$ cat config.mk
export PLATFORM = sky130hd
export DESIGN_NAME = dmem_pipe
export DESIGN_NICKNAME = d
export VERILOG_FILES = /design/src/rtl/dmem_pipe.sv
export SDC_FILE = /design/constraint.sdc
export NUM_CORES = 1
export LEC_CHECK = 0
export BUFFER_PORTS_ARGS = -buffer_cell sky130_fd_sc_hd__buf_2
export CORE_MARGIN = 2
export CORE_UTILIZATION = 60
export CTS_CLUSTER_SIZE = 12
export DETAILED_ROUTE_END_ITERATION = 10
export HOLD_SLACK_MARGIN = 0.05
export PLACE_DENSITY_LB_ADDON = 0.12
export SKIP_CTS_REPAIR_TIMING = 1
export SYNTH_ARGS = -nofsm -noshare
export SYNTH_HDL_FRONTEND = slang
export SYNTH_SLANG_ARGS = --single-unit
$ cat constraint.sdc
create_clock -name clk -period 7.59 [get_ports clk]
set_clock_uncertainty 0.1 [all_clocks]
set_input_delay 1.1385 -clock clk [delete_from_list [all_inputs] [get_ports clk]]
set_output_delay 1.1385 -clock clk [all_outputs]
set_load 0.02 [all_outputs]
$ cat src/rtl/dmem_pipe.sv
// dmem_pipe: single-port data memory with valid/ready requests, fixed-latency in-order responses,
// a sequential clear sweep and address range checking. Optional per-byte parity: DMEM_PARITY_EN.
module dmem_pipe #(
  parameter int DATA_W   = 32,
  parameter int DEPTH    = 32,
  parameter int ADDR_W   = 8,
  parameter int READ_LAT = 1
) (
  input  logic                  clk,
  input  logic                  reset,
  input  logic                  req_valid,
  output logic                  req_ready,
  input  logic                  req_write,
  input  logic [ADDR_W-1:0]     req_addr,
  input  logic [DATA_W-1:0]     req_wdata,
  input  logic [DATA_W/8-1:0]   req_wstrb,
  input  logic                  err_inject,
  input  logic                  clear_req,
  output logic                  busy,
  output logic                  rsp_valid,
  output logic [DATA_W-1:0]     rsp_rdata,
  output logic                  rsp_err
);

  localparam int NB = DATA_W / 8;
  localparam int CW = (DEPTH > 1) ? $clog2(DEPTH) : 1;
  localparam logic [CW-1:0]   LAST_IDX = CW'(DEPTH - 1);
  localparam logic [ADDR_W:0] DEPTH_A  = (ADDR_W + 1)'(DEPTH);

  typedef enum logic [0:0] {
    ST_CLEAR = 1'b0,
    ST_IDLE  = 1'b1
  } state_t;

  state_t              state_r;
  state_t              state_nxt_s;
  logic [CW-1:0]       cnt_r;
  logic [CW-1:0]       cnt_nxt_s;
  logic [DATA_W-1:0]   mem_r [DEPTH];

  logic                accept_s;
  logic                in_range_s;
  logic [CW-1:0]       widx_s;
  logic [DATA_W-1:0]   st0_data_s;
  logic                st0_err_s;

  logic [READ_LAT-1:0] pv_r;
  logic [READ_LAT-1:0] pe_r;
  logic [DATA_W-1:0]   pd_r [READ_LAT];

`ifdef DMEM_PARITY_EN
  logic [NB-1:0]       par_r [DEPTH];

  // Even parity of every byte of a word, one bit per byte.
  function automatic logic [NB-1:0] byte_parity(input logic [DATA_W-1:0] d);
    logic [NB-1:0] p;
    p = '0;
    for (int b = 0; b < NB; b++) begin
      p[b] = ^d[8*b +: 8];
    end
    return p;
  endfunction
`else
  logic unused_err_inject_s;
  assign unused_err_inject_s = err_inject;
`endif

  // A request colliding with clear_req is held off so the sweep always starts clean.
  assign req_ready  = (state_r == ST_IDLE) && !clear_req;
  assign busy       = (state_r == ST_CLEAR);
  assign accept_s   = req_valid && req_ready;
  assign in_range_s = ({1'b0, req_addr} < DEPTH_A);
  assign widx_s     = req_addr[CW-1:0];

  // Sweep/idle state register and clear counter.
  always_ff @(posedge clk or posedge reset) begin
    if (reset) begin
      state_r <= ST_CLEAR;
      cnt_r   <= '0;
    end else begin
      state_r <= state_nxt_s;
      cnt_r   <= cnt_nxt_s;
    end
  end

  // Next-state logic; clear_req during the sweep is ignored.
  always_comb begin
    state_nxt_s = state_r;
    cnt_nxt_s   = cnt_r;
    case (state_r)
      ST_CLEAR: begin
        if (cnt_r == LAST_IDX) begin
          state_nxt_s = ST_IDLE;
          cnt_nxt_s   = '0;
        end else begin
          state_nxt_s = ST_CLEAR;
          cnt_nxt_s   = cnt_r + CW'(1);
        end
      end
      ST_IDLE: begin
        if (clear_req) begin
          state_nxt_s = ST_CLEAR;
          cnt_nxt_s   = '0;
        end else begin
          state_nxt_s = ST_IDLE;
          cnt_nxt_s   = cnt_r;
        end
      end
      default: begin
        state_nxt_s = ST_CLEAR;
        cnt_nxt_s   = '0;
      end
    endcase
  end

  // Array write port: sweep zeroes one word per cycle, otherwise byte-masked writes.
  always_ff @(posedge clk) begin
    if (state_r == ST_CLEAR) begin
      mem_r[cnt_r] <= '0;
`ifdef DMEM_PARITY_EN
      par_r[cnt_r] <= '0;
`endif
    end else if (accept_s && req_write && in_range_s) begin
      for (int b = 0; b < NB; b++) begin
        if (req_wstrb[b]) begin
          mem_r[widx_s][8*b +: 8] <= req_wdata[8*b +: 8];
`ifdef DMEM_PARITY_EN
          par_r[widx_s][b] <= (^req_wdata[8*b +: 8]) ^ ((b == 0) && err_inject);
`endif
        end
      end
    end
  end

  // First response stage contents: read data for in-range reads, zero otherwise.
  always_comb begin
    st0_data_s = '0;
    st0_err_s  = 1'b0;
    if (accept_s) begin
      if (!in_range_s) begin
        st0_data_s = '0;
        st0_err_s  = 1'b1;
      end else if (!req_write) begin
        st0_data_s = mem_r[widx_s];
`ifdef DMEM_PARITY_EN
        st0_err_s  = |(par_r[widx_s] ^ byte_parity(mem_r[widx_s]));
`else
        st0_err_s  = 1'b0;
`endif
      end else begin
        st0_data_s = '0;
        st0_err_s  = 1'b0;
      end
    end else begin
      st0_data_s = '0;
      st0_err_s  = 1'b0;
    end
  end

  // Response shift pipeline; empty slots carry zero data so outputs idle at 0.
  always_ff @(posedge clk or posedge reset) begin
    if (reset) begin
      pv_r <= '0;
      pe_r <= '0;
      for (int i = 0; i < READ_LAT; i++) begin
        pd_r[i] <= '0;
      end
    end else begin
      pv_r[0] <= accept_s;
      pe_r[0] <= st0_err_s;
      pd_r[0] <= st0_data_s;
      for (int i = 1; i < READ_LAT; i++) begin
        pv_r[i] <= pv_r[i-1];
        pe_r[i] <= pe_r[i-1];
        pd_r[i] <= pd_r[i-1];
      end
    end
  end

  assign rsp_valid = pv_r[READ_LAT-1];
  assign rsp_err   = pe_r[READ_LAT-1];
  assign rsp_rdata = pd_r[READ_LAT-1];

endmodule

; After elaboration in Yosys (flattened, before gate mapping)
; Memory sizes are Yosys's and may differ from the RTL's.
; Index checks and enable logic that the tools add are counted.
[totals]
output_inout_bits = 36
inputBits = 50
regBits = 40
n_memories = 1
word_cells = 48
ramBits = 1024
[mem_list]
columns = name, depth, width, rd, rd_clocked_by_memory_dff, wr, line_no
row1 = mem_r, 32, 32, 1, 0, 1, 39  ; logic [DATA_W-1:0] mem_r [DEPTH];
[classes]
eq_ne = 2
reduce_logical = 6
n_lt_le_gt_ge = 1
bitwise = 1
n_addsub = 1
mux = 31
[op_table]
columns = cell, n
row1 = two-way mux 32 bit, 4
row2 = OR reduction 32 bit, 1
row3 = two-way mux 1 bit, 21
row4 = two-way mux 5 bit, 3
row5 = case mux 5 bit (2 select lines), 1
row6 = "< comparator 8 x 6 -> 1 bit, second input constant", 1
row7 = "adder 5 x 1 -> 5 bit, second input constant", 1
row8 = "== test 5 bit, second input constant", 1
row9 = logical AND 1 bit, 4
row10 = two-way mux 4 bit, 1
row11 = "!= test 2 bit, second input constant", 1
row12 = case mux 1 bit (2 select lines), 1
row13 = zero test 1 bit, 1
row14 = NOT 1 bit, 1

; Longest topological paths before layout
[depth]
word_depth = 10
ltp_mapped = 9
ltp_nobuf = 5

; Worst setup path after synthesis
; Ideal clock, no wire load.
[synth_timing]
path_kind = input to register
startpoint = input port req_addr[7]
endpoint = memory mem_r[25][10] (enable)
t_arrival_ps = 3512
stages = 6
n_path_buf = 2
setup_time_ps = 395
setup_slack_ps = 3584
required_ps = 7095
path_cell_list = or3_4 or4_4 buf_12 mux2i_4 buf_6 nor4_1
[synth_between]
elab_chain_cells = 7
word_cells_on_any_way = 17
classes_between = 1 x order compare / 14 x mux / 2 x reduce/logical
[synth_rtl]
columns = item, line_no
row1 = start: declaration, 14  ; input logic [ADDR_W-1:0] req_addr,
row2 = < comparator 8 x 6 -> 1 bit (*), 72  ; assign in_range_s = ({1'b0, req_addr} < DEPTH_A);
row3 = logical AND 1 bit (*), 123  ; end else if (accept_s && req_write && in_range_s) begin
row4 = two-way mux 1 bit, 123
row5 = two-way mux 1 bit, 118  ; if (state_r == ST_CLEAR) begin
row6 = two-way mux 1 bit (implied by the code), 126  ; mem_r[widx_s][8*b +: 8] <= req_wdata[8*b +: 8];
row7 = OR reduction 32 bit (no line), n/a
row8 = two-way mux 5 bit (no line) / two-way mux 4 bit (equally long branches), n/a
row9 = end: declaration, 39
; Every way passes the cells marked *; elsewhere a longest branch is shown, timed or not.

; Worst setup path after layout
[layout_timing]
startpoint = input port req_addr[7]
endpoint = memory mem_r[3][20] (enable)
; Same word-level chain as after synthesis.

==> flow_summary.ini <==
[logic_synthesis]
synth_top_area_share_pct = 72.1
synth_edf_count = 1024
synthMostInstantiatedCell = edfxtp_1
syn_nets = 2174
synth_common_cells = 1024 x edfxtp_1, 192 x mux4_2, 152 x mux2i_1
postSynthAreaPerCell_um2 = 20.1
synth_top_area_cell = edfxtp_1
synthFlopType = edfxtp_1
ys_ff_latch = 1064
yosysWarnings = 0
synthArstFlopShare_pct = 3.76
syn-cell-area_mm2 = 0.0426
syn_inst = 2122
yosys-top-cells-area = edfxtp_1 72%, mux4_2 10%, mux2i_1 3.6%, dfrtp_1 2.3%, mux2_2 1.1%
post_synth_num_cell_types = 45
seq_area_frac_synth_pct = 74.5

[pwr]
power_density_mw_per_mm2 = 289
finalPower_mw = 13.7
ir_drop_v = 0.000245
leakage_nw = 16.6

[die]
fp.dieArea_mm2 = 0.0732
std_cell_rows = 97
die_h_um = 271
die_w_um = 271
io_pins = 86
initial_core_util_pct = 60.8
core_area_mm2 = 0.0701

[final_layout]
fillers = 4559
nets = 2291
area_growth_pct = 11.2
layout-drive-gt1-share_pct = 28.6
num_antenna_cells = 0

[detailed_routing]
routed-wl-met3_mm = 6.45
top_layer = met4
vias_per_cell = 6.36
wire_per_inst_um = 28.0
wirelength_mm = 91.4
num_vias = 20800
drc = 0
met2WireLength_mm = 45.0
drtIter0Drc = 1922
wirelength_met1_mm = 37.5
firstDrtPassIters = 5
drtAntennaViolNets = 0

[sta]
finalCritPeriodShare_pct = 58.7
rsz0062_at_grt = no
slew_headroom_pct = 8.44
max_freq_mhz = 224
tightest_slew_ps = 1360
setup_viol_count_final = 0
hold_viol = 0
post-route-min-period_ps = 4460
slew_violations = 0
setup_tns_ps = 0

[clock_tree]
clk_latency_ps = 650
clkSlewWorstSetupHoldPaths_ps = 60
cts_tree = done
clock_path_buffers = 3
cts_root_buf = clkbuf_16
cts_htree_levels = 3
cts_buffers = 105
clock-sinks = 1064

[worst_setup_path]
cp-start-kind = input pin
required_ps = 7750
max_stage_delay_ps = 1040
crit_path_top_delay_cell = nor3_1
critical_path.top_delay_family = simple AND/OR/NAND/NOR gates
crit_chain = buf_2, or3_4, nor4_4, buf_4, mux2_2, buf_4, nor3_1
crit_path_end_kind = flop
worst-path-buf-inv = 3
cp_common_cell = buf_4
cp.arrival_ps = 4620
crit_type = input pin to flop
crit_fanout = 25

[place]
place.gp.congestion = 0.781
dp_hpwl_mm = 52.9
portBuffers = 84

[grt]
grt_pass1_vias = 21300
grt_max_degree = 100
track_usage_pct = 25.2
grt_pass1_wl_mm = 135
antenna_found_initial = 2
gr-total-overflow = 0

[run]
drv_cap = 0

[status]
status = finished, final reports clean

[min_path]
holdCritPathClass = flop to flop
==> worst reg2reg max path: stages, from the launching register on <==
cell and delay [ps]:
dfrtp_1 460, nand3b_2 240, nor4_4 510, buf_4 480
mux2_2 590, buf_4 380, nor3_1 1060
==> metrics by stage <==
step	cell area, µm²	hold WS [ps]	std cells	util (%)	setup WS [ps]
global route	47400	512	3265	67.6	2930
finish	47400	495	3265	67.6	3130
floorplan	42600	448	2122	-	3580
detailed placement	44200	475	3071	63.0	2490
CTS	47400	496	3264	67.5	3160
global placement	44200	491	3071	63.0	2490
==> state kept, by name, indices dropped and copies added (netlist names) <==
signal	cells
cnt_r	5
mem_r	1024
rsp_err	1
rsp_rdata	32
rsp_valid	1
state_r	1
==> metal layers <==
layer / global-route usage, % / vias to the layer above
met1: 36.2 / 10900
met3: 4.11 / 147
li1: - / 8977
met5: 0 / -
met2: 40.4 / 782
met4: 8.13 / 0
==> worst paths after layout <==
kind,startpoint,endpoint,slack (ps),cells after the start
setup reg to reg,state_r$_DFF_PP0_,mem_r[3][20]$_DFFE_PP_,3390,6
min in group asynchronous,reset,rsp_rdata[19]$_DFF_PP0_,610,3
hold / removal,cnt_r[4]$_DFFE_PP0P_,cnt_r[4]$_DFFE_PP0P_,500,1
max in group asynchronous,reset,rsp_rdata[2]$_DFF_PP0_,6200,3
setup / recovery,req_addr[7],mem_r[3][20]$_DFFE_PP_,3130,7
hold reg to reg,cnt_r[4]$_DFFE_PP0P_,cnt_r[4]$_DFFE_PP0P_,500,1
==> report_power, final <==
group	switching (mW)	total, mW	internal, mW	leakage, nW
registers	0.104	7.00	6.89	11.0
logic	1.36	1.88	0.526	4.01
clock network	2.05	4.84	2.79	1.56
total	3.51	13.7	10.2	16.6
==> cells by family after synthesis <==
| kind of cell | synth area share [%] |
|---|---|
| xor gates and xnor gates | 0.0411 |
| DFF | 74.5 |
| buffers and inverters | 2.18 |
| and+or+nand+nor | 5.29 |
| AOI/OAI and AO/OA | 2.76 |
| adders and majority gates | 0.0587 |
| muxes | 15.2 |
==> cells in the final DEF (no fill, tap or decap), types with 40 or more instances in the layout <==
cell type and instances:
nand2_1 69, dfrtp_1 40, edfxtp_1 1024, clkbuf_1 54
mux2i_1 152, nor4_2 45, nor2b_1 40, mux4_2 192
buf_2 81, mux2_2 43, nor3_2 44, clkbuf_16 109
buf_4 77
==> final cells by class <==
type,instances,area (µm²),share of cell area [%]
inverters,6,22.5,0.0475
clock inverters,15,72.6,0.153
clock buffers,178,3140,6.62
multi-input cells,898,10200,21.5
repair buffers,164,1070,2.26
flip-flops and latches,1064,31800,67.0
well taps,940,1180,2.48
No activity file was read; power rests on OpenSTA's default activity.
